$ cat src/rtl/bit_population_counter_stream.sv
// Streaming bit-statistics pipeline: ones / zeros / CLZ / CTZ of a WIDTH-bit word,
// one CHUNK per register stage, valid/ready handshake with a global stall.

module bpc_stage #(
    parameter int WIDTH = 32,
    parameter int CHUNK = 8,
    parameter int K     = 0,
    parameter int CW    = $clog2(WIDTH) + 1
) (
    input  logic             clk_i,
    input  logic             rst_ni,
    input  logic             advance,
    input  logic             vld_in,
    input  logic [WIDTH-1:0] word_in,
    input  logic [1:0]       op_in,
    input  logic [CW-1:0]    cnt_in,
    input  logic             found_in,
    output logic             vld_out,
    output logic [WIDTH-1:0] word_out,
    output logic [1:0]       op_out,
    output logic [CW-1:0]    cnt_out,
    output logic             found_out
);
    logic [CHUNK-1:0] chunk;
    logic [CW-1:0]    pop;
    logic [CW-1:0]    tz;
    logic [CW-1:0]    cnt_nxt;
    logic             found_nxt;

    always_comb begin
        chunk = word_in[K*CHUNK +: CHUNK];
        pop   = '0;
        for (int i = 0; i < CHUNK; i++) begin
            if (chunk[i]) pop = pop + CW'(1);
        end
        // an empty chunk contributes its full width to the zero run
        tz = CW'(CHUNK);
        for (int i = CHUNK - 1; i >= 0; i--) begin
            if (chunk[i]) tz = CW'(i);
        end
        cnt_nxt   = cnt_in;
        found_nxt = found_in;
        if (!op_in[1]) begin
            cnt_nxt = cnt_in + pop;
        end else if (!found_in) begin
            cnt_nxt   = cnt_in + tz;
            found_nxt = |chunk;
        end
    end

    always_ff @(posedge clk_i or negedge rst_ni) begin
        if (!rst_ni) begin
            vld_out   <= 1'b0;
            word_out  <= '0;
            op_out    <= '0;
            cnt_out   <= '0;
            found_out <= 1'b0;
        end else if (advance) begin
            vld_out   <= vld_in;
            word_out  <= word_in;
            op_out    <= op_in;
            cnt_out   <= cnt_nxt;
            found_out <= found_nxt;
        end
    end
endmodule

module bit_population_counter_stream #(
    parameter int WIDTH = 32,
    parameter int CHUNK = 8
) (
    input  logic                     clk_i,
    input  logic                     rst_ni,
    input  logic [WIDTH-1:0]         data_i,
    input  logic [1:0]               op_i,
    input  logic                     data_val_i,
    output logic                     data_rdy_o,
    output logic [$clog2(WIDTH):0]   data_o,
    output logic [1:0]               op_o,
    output logic                     data_val_o,
    input  logic                     data_rdy_i
);
    localparam int STAGES = WIDTH / CHUNK;
    localparam int CW     = $clog2(WIDTH) + 1;

    if (WIDTH < 2 || (WIDTH % CHUNK) != 0) begin : g_bad_param
        $error("bit_population_counter_stream: WIDTH must be >= 2 and a multiple of CHUNK");
    end

    logic [STAGES:0]            vld_pipe;
    logic [STAGES:0][WIDTH-1:0] word_pipe;
    logic [STAGES:0][1:0]       op_pipe;
    logic [STAGES:0][CW-1:0]    cnt_pipe;
    logic [STAGES:0]            found_pipe;
    logic                       advance;
    logic [WIDTH-1:0]           w;

    assign advance    = ~data_val_o | data_rdy_i;
    assign data_rdy_o = advance;

    // zeros become ones for op 01; CLZ becomes CTZ of the reversed word
    always_comb begin
        w = data_i;
        case (op_i)
            2'b01: w = ~data_i;
            2'b10: for (int i = 0; i < WIDTH; i++) w[i] = data_i[WIDTH-1-i];
            default: w = data_i;
        endcase
    end

    assign vld_pipe[0]   = data_val_i;
    assign word_pipe[0]  = w;
    assign op_pipe[0]    = op_i;
    assign cnt_pipe[0]   = '0;
    assign found_pipe[0] = 1'b0;

    for (genvar k = 0; k < STAGES; k++) begin : g_stage
        bpc_stage #(
            .WIDTH (WIDTH),
            .CHUNK (CHUNK),
            .K     (k),
            .CW    (CW)
        ) u_stage (
            .clk_i     (clk_i),
            .rst_ni    (rst_ni),
            .advance   (advance),
            .vld_in    (vld_pipe[k]),
            .word_in   (word_pipe[k]),
            .op_in     (op_pipe[k]),
            .cnt_in    (cnt_pipe[k]),
            .found_in  (found_pipe[k]),
            .vld_out   (vld_pipe[k+1]),
            .word_out  (word_pipe[k+1]),
            .op_out    (op_pipe[k+1]),
            .cnt_out   (cnt_pipe[k+1]),
            .found_out (found_pipe[k+1])
        );
    end

    assign data_val_o = vld_pipe[STAGES];
    assign data_o     = cnt_pipe[STAGES];
    assign op_o       = op_pipe[STAGES];

    logic unused_tail;
    assign unused_tail = ^{word_pipe[STAGES], found_pipe[STAGES]};
endmodule

$ cat config.mk
export PLATFORM = sky130hd
export DESIGN_NAME = bit_population_counter_stream
export DESIGN_NICKNAME = d
export VERILOG_FILES = /design/src/rtl/bit_population_counter_stream.sv
export SDC_FILE = /design/constraint.sdc
export NUM_CORES = 1
export LEC_CHECK = 0
export CORE_UTILIZATION = 45
export CTS_CLUSTER_SIZE = 16
export DETAILED_ROUTE_END_ITERATION = 10
export MAX_ROUTING_LAYER = met4
export PLACE_DENSITY = 0.69
export REMOVE_ABC_BUFFERS = 1
export SYNTH_ARGS = -nofsm -noshare
export SYNTH_HDL_FRONTEND = slang
export SYNTH_HIERARCHICAL = 1
export SYNTH_SLANG_ARGS = --single-unit
$ cat constraint.sdc
create_clock -name clk_i -period 6.3 [get_ports clk_i]
set_input_delay 1.26 -clock clk_i [delete_from_list [all_inputs] [get_ports clk_i]]
set_output_delay 1.26 -clock clk_i [all_outputs]
set_load 0.005 [all_outputs]
# Word-level counts from Yosys, hierarchy flattened
# Index checks and enable logic that the tools add are counted.
dict set report word_totals {
  register_bits 135
  inputBits 38
  output_inout_bits 10
  wordCells 137
}
dict set report classes {
  addsub 34
  eq_ne 2
  muxes 77
  n_bitwise 3
  n_reduce_logical 3
}
# op count
set op_table {}
lappend op_table {{2-to-1 mux 6 bit} 35}
lappend op_table {{adder 6 x 1 -> 6 bit, second input constant} 24}
lappend op_table {{2-to-1 mux 4 bit} 32}
lappend op_table {{one-hot mux 32 bit (2 select lines)} 1}
lappend op_table {{inverter 32 bit} 1}
lappend op_table {{OR reduction 8 bit} 3}
lappend op_table {{adder 6 x 4 -> 6 bit} 3}
lappend op_table {{adder 6 bit} 3}
lappend op_table {{2-to-1 mux 1 bit} 9}
lappend op_table {{adder 1 x 1 -> 2 bit, second input constant} 4}
lappend op_table {{== test 2 x 1 -> 1 bit, second input constant} 1}
lappend op_table {{== test 2 bit, second input constant} 1}
lappend op_table {{inverter 1 bit} 1}
lappend op_table {{bitwise OR 1 bit} 1}

# Logic depth before layout (Yosys ltp)
dict set report logic_depth {
  ltp_word 18
  depth_mapped 28
  ltp_nobuf 27
}

# By module
# Netlist, hierarchy kept.
# module n_inst cells_per_inst area_each_um2 seq_area_each_um2
set by_module_without_submodules {}
lappend by_module_without_submodules {{bpc_stage at g_stage[0].u_stage ...} 3 242 2621.3 1051.0}
lappend by_module_without_submodules {{bpc_stage at g_stage[2].u_stage} 1 240 2620.0 1051.0}
lappend by_module_without_submodules {bit_population_counter_stream 1 147 829.5 0.0}

# Worst setup path before layout
# No wires, ideal clock.
dict set report synth_path {
  kind {input -> register}
  start {in op_i[0]}
  end {reg g_stage[0].u_stage.cnt_out[4]}
  setup_time_ps 125
  t_arrival_ps 5907
  required_ps 6175
  path_slack_ps 268
  path_stages 27
  path_buffers 1
  path_cell_list {inv_1 -> ha_1 -> buf_2 -> nor2b_1 -> a31oi_1 -> inv_1 -> ha_1 -> xor2_1 -> ha_1 -> nand2b_1 -> o31ai_1 -> xnor2_1 -> a21oi_1 -> ha_1 -> nor2b_1 -> a21oi_1 -> ha_1 -> mux2_2 -> ha_1 -> nand2_1 -> a2bb2oi_1 -> a21oi_1 -> ha_1 -> xnor2_1 -> nor2_1 -> a21oi_1 -> mux2_2}
}
dict set report synth_via {
  elab_chain_len 18
  word_cells_on_any_way 19
  classes_between {add/sub (7); eq/ne (2); mux (10)}
}
# element line_no
set synth_lines {}
lappend synth_lines {{from (decl)} 75} ;# input logic [1:0] op_i,
lappend synth_lines {{== test 2 bit or == test 2 x 1 -> 1 bit (tied branches)} 104} ;# case (op_i)
lappend synth_lines {{one-hot mux 32 bit (2 select lines) *} 104}
lappend synth_lines {{net w[0]} 96} ;# logic [WIDTH-1:0] w;
lappend synth_lines {{2-to-1 mux 1 bit *} 34} ;# if (chunk[i]) pop = pop + CW'(1);
lappend synth_lines {{adder 1 x 1 -> 2 bit} 34}
lappend synth_lines {{2-to-1 mux 6 bit *} 34}
lappend synth_lines {{adder 6 x 1 -> 6 bit} 34}
lappend synth_lines {{2-to-1 mux 6 bit *} 34}
lappend synth_lines {{[... 3 more ...]} -}
lappend synth_lines {{2-to-1 mux 6 bit *} 34}
lappend synth_lines {{adder 6 x 1 -> 6 bit} 34}
lappend synth_lines {{2-to-1 mux 6 bit *} 34}
lappend synth_lines {{adder 6 x 1 -> 6 bit} 34}
lappend synth_lines {{2-to-1 mux 6 bit *} 34}
lappend synth_lines {{adder 6 x 1 -> 6 bit} 34}
lappend synth_lines {{2-to-1 mux 6 bit *} 34}
lappend synth_lines {{2-to-1 mux 6 bit *} 43} ;# if (!op_in[1]) begin
lappend synth_lines {{to (signal assigned)} 62} ;# cnt_out <= cnt_nxt;
lappend synth_lines {{to (decl)} 21} ;# output logic [CW-1:0] cnt_out,
# The timed path passes the listed nets; every way through them passes the cells marked *.
# A chain may end at the register's enable or synchronous reset.

# Worst setup path after layout
# Ends and elaborated chain as after synthesis.

==> results.toml <==
[global_route]
grt_pass1_vias = 6318
grt_usage = 0.196
grt_pass1_wl_um = 30100
grt_start_max_net_pins = 84
antenna_found_initial = 0
gr-total-overflow = 0

[sta]
max_freq_mhz = 168
finClkSkew_ns = 0.0130
setup_viol = 0
hold_violations = 0
rsz0062_at_grt = "no"
slew_viol_final = 0
slew_headroom = 0.399
fin_ws_ns = 0.363
fin_crit_sh = 0.942
fin_crit_ns = 5.94
tightest_slew_ns = 0.902

[detailed_routing]
totalWireLength_um = 17200
via_count = 6586
drtIter0Drc = 356
wl_per_cell_um = 14.0
vias_per_cell = 5.36
antenna_left = 0
drc = 4
dr.pass1.iters = 10

[critical_path]
ff2ff_setup_slack_ns = 1.17
slowest_delay_ns = 0.47
critPathLaunchType = "primary input"
cp_num_buf_inv = 3
cp_slowest_cell = "clkdlybuf4s50_1"
crit_arrival_ns = 6.16
crit_fanout = 5
cp_top_family = "adder cells"
endpoint_kind = "register"
crit_top_cell = "ha_1"
critical_path_class = "in -> reg"
required_ns = 6.52

[floorplanning]
fp.coreArea_sq_mm = 0.0181
rows = 49
io_pins = 48
die-height_um = 138
die_x_um = 138
die_area_sq_mm = 0.0191
start_util = 0.462

[clock_network]
cts_num_sinks = 87
cts_tree = "built"
cts_root_buf = "clkbuf_16"
clock_path_buffers = 2
cts_setup_buffers = 0
cts.clk_slew.worst_paths_ns = 0.06
insertion_delay_ns = 0.35
htreeDepth = 3
hold_buffers = 0
numCtsBuffers = 9

[place]
gp_congestion = 0.897
io_buffers = 47
dp_hpwl_um = 13100
dp_cells = 1213
place_worst_setup_slack_ns = -0.108

[status]
violations = "design-rule violations"
status = "complete, but fails checks"

[synthesis]
synth_warnings = 6
postSynthCellCount = 946
syn_area_per_cell_sq_um = 8.84
syn_area_sq_mm = 0.00836

[cells_and_area]
areaGrowthSynthToFinish_pct = 13.7
final_cell_count_no_fill = 1229
nets = 1115
drive_gt1_frac = 0.156
antenna_cells = 0

[run]
cap_viol_max_count = 0

[min_path]
hold_class = "reg -> reg"
## sequential cells by signal, summed over array words and instances, names as in the netlist
register                   count
g_stage.u_stage/found_out      3
g_stage.u_stage/word_out      48
g_stage.u_stage/vld_out        4
g_stage.u_stage/cnt_out       24
g_stage.u_stage/op_out         8
## cell usage in the layout, fill, tap and decap left out, types with 13 or more instances in the layout
cell,instances
dfrtp_1,87
nand2_1,83
mux2_2,76
ha_1,73
a21oi_1,71
inv_1,62
nor2b_1,53
nor2_1,51
clkdlybuf4s50_1,45
xnor2_1,43
nand2b_1,40
a31oi_1,35
buf_4,31
o21ai_0,27
xor2_1,25
conb_1,20
a21o_1,16
o211ai_1,15
nand3_1,13
## worst reg2reg max path: stages (launching register included)
cell	delay, ns
dfrtp_1	0.44
inv_1	0.09
ha_1	0.39
xor2_1	0.20
ha_1	0.30
nand2b_1	0.16
o31ai_1	0.11
xnor2_1	0.16
a21oi_1	0.09
ha_1	0.31
nor2b_1	0.04
a21oi_1	0.25
ha_1	0.29
mux2_2	0.29
ha_1	0.29
mux2_2	0.31
ha_1	0.29
a21o_1	0.15
a21oi_1	0.22
o21bai_1	0.10
a211oi_1	0.31
or3_1	0.15
a31oi_1	0.07
## path summary, 6_finish.rpt
check                                           startpoint                         endpoint  cells after the start
setup / recovery                                   op_i[0]    g_stage[0].u_stage/cnt_out[4]                     27
hold / removal             g_stage[0].u_stage/word_out[26]  g_stage[1].u_stage/word_out[26]                      1
setup reg to reg           g_stage[2].u_stage/word_out[24]    g_stage[3].u_stage/cnt_out[5]                     22
hold reg to reg            g_stage[0].u_stage/word_out[26]  g_stage[1].u_stage/word_out[26]                      1
max in group asynchronous                           rst_ni  g_stage[1].u_stage/word_out[28]                      2
min in group asynchronous                           rst_ni  g_stage[0].u_stage/word_out[11]                      1
## repair_timing
| item | 4_1_cts | 5_1_grt |
|---|---|---|
| endpoints found under the hold margin | 0 | 0 |
| resized for setup | 0 | 6 |
| endpoints found under the setup margin | 0 | 4 |
## metrics by stage
step                      cell area, sq um  hold slack [ns]   util  setup TNS, ns
after floorplan                       8180            0.475      -         -0.962
after global placement                9160            0.483  0.507        -0.0192
after detailed placement              9160            0.491  0.507         -0.188
after CTS                             9470            0.506  0.524              0
after global routing                  9500            0.515  0.525              0
final                                 9500            0.503  0.525              0
## cell type report
type,instances,area (sq um)
Tap cell,229,287
Timing Repair Buffer,77,696
Clock inverter,5,63.8
Multi-Input combinational cell,758,5810
Sequential cell,87,2180
Inverter,62,233
Fill cell,1668,8580
Clock buffer,11,243
## metal layers
layer | track usage | wire (um) | vias to the layer above | part of all wire
li1 | - | - | 3354 | -
met1 | 0.254 | 8370 | 3128 | 0.49
met2 | 0.318 | 8100 | 80 | 0.47
met3 | 0.0229 | 391 | 24 | 0.023
met4 | 0.0621 | 337 | 0 | 0.020
met5 | - | 0 | - | 0
Power is left out: the tool's default activity adds up to more than one toggle a clock period on the data nets, which glitch-free logic cannot reach.
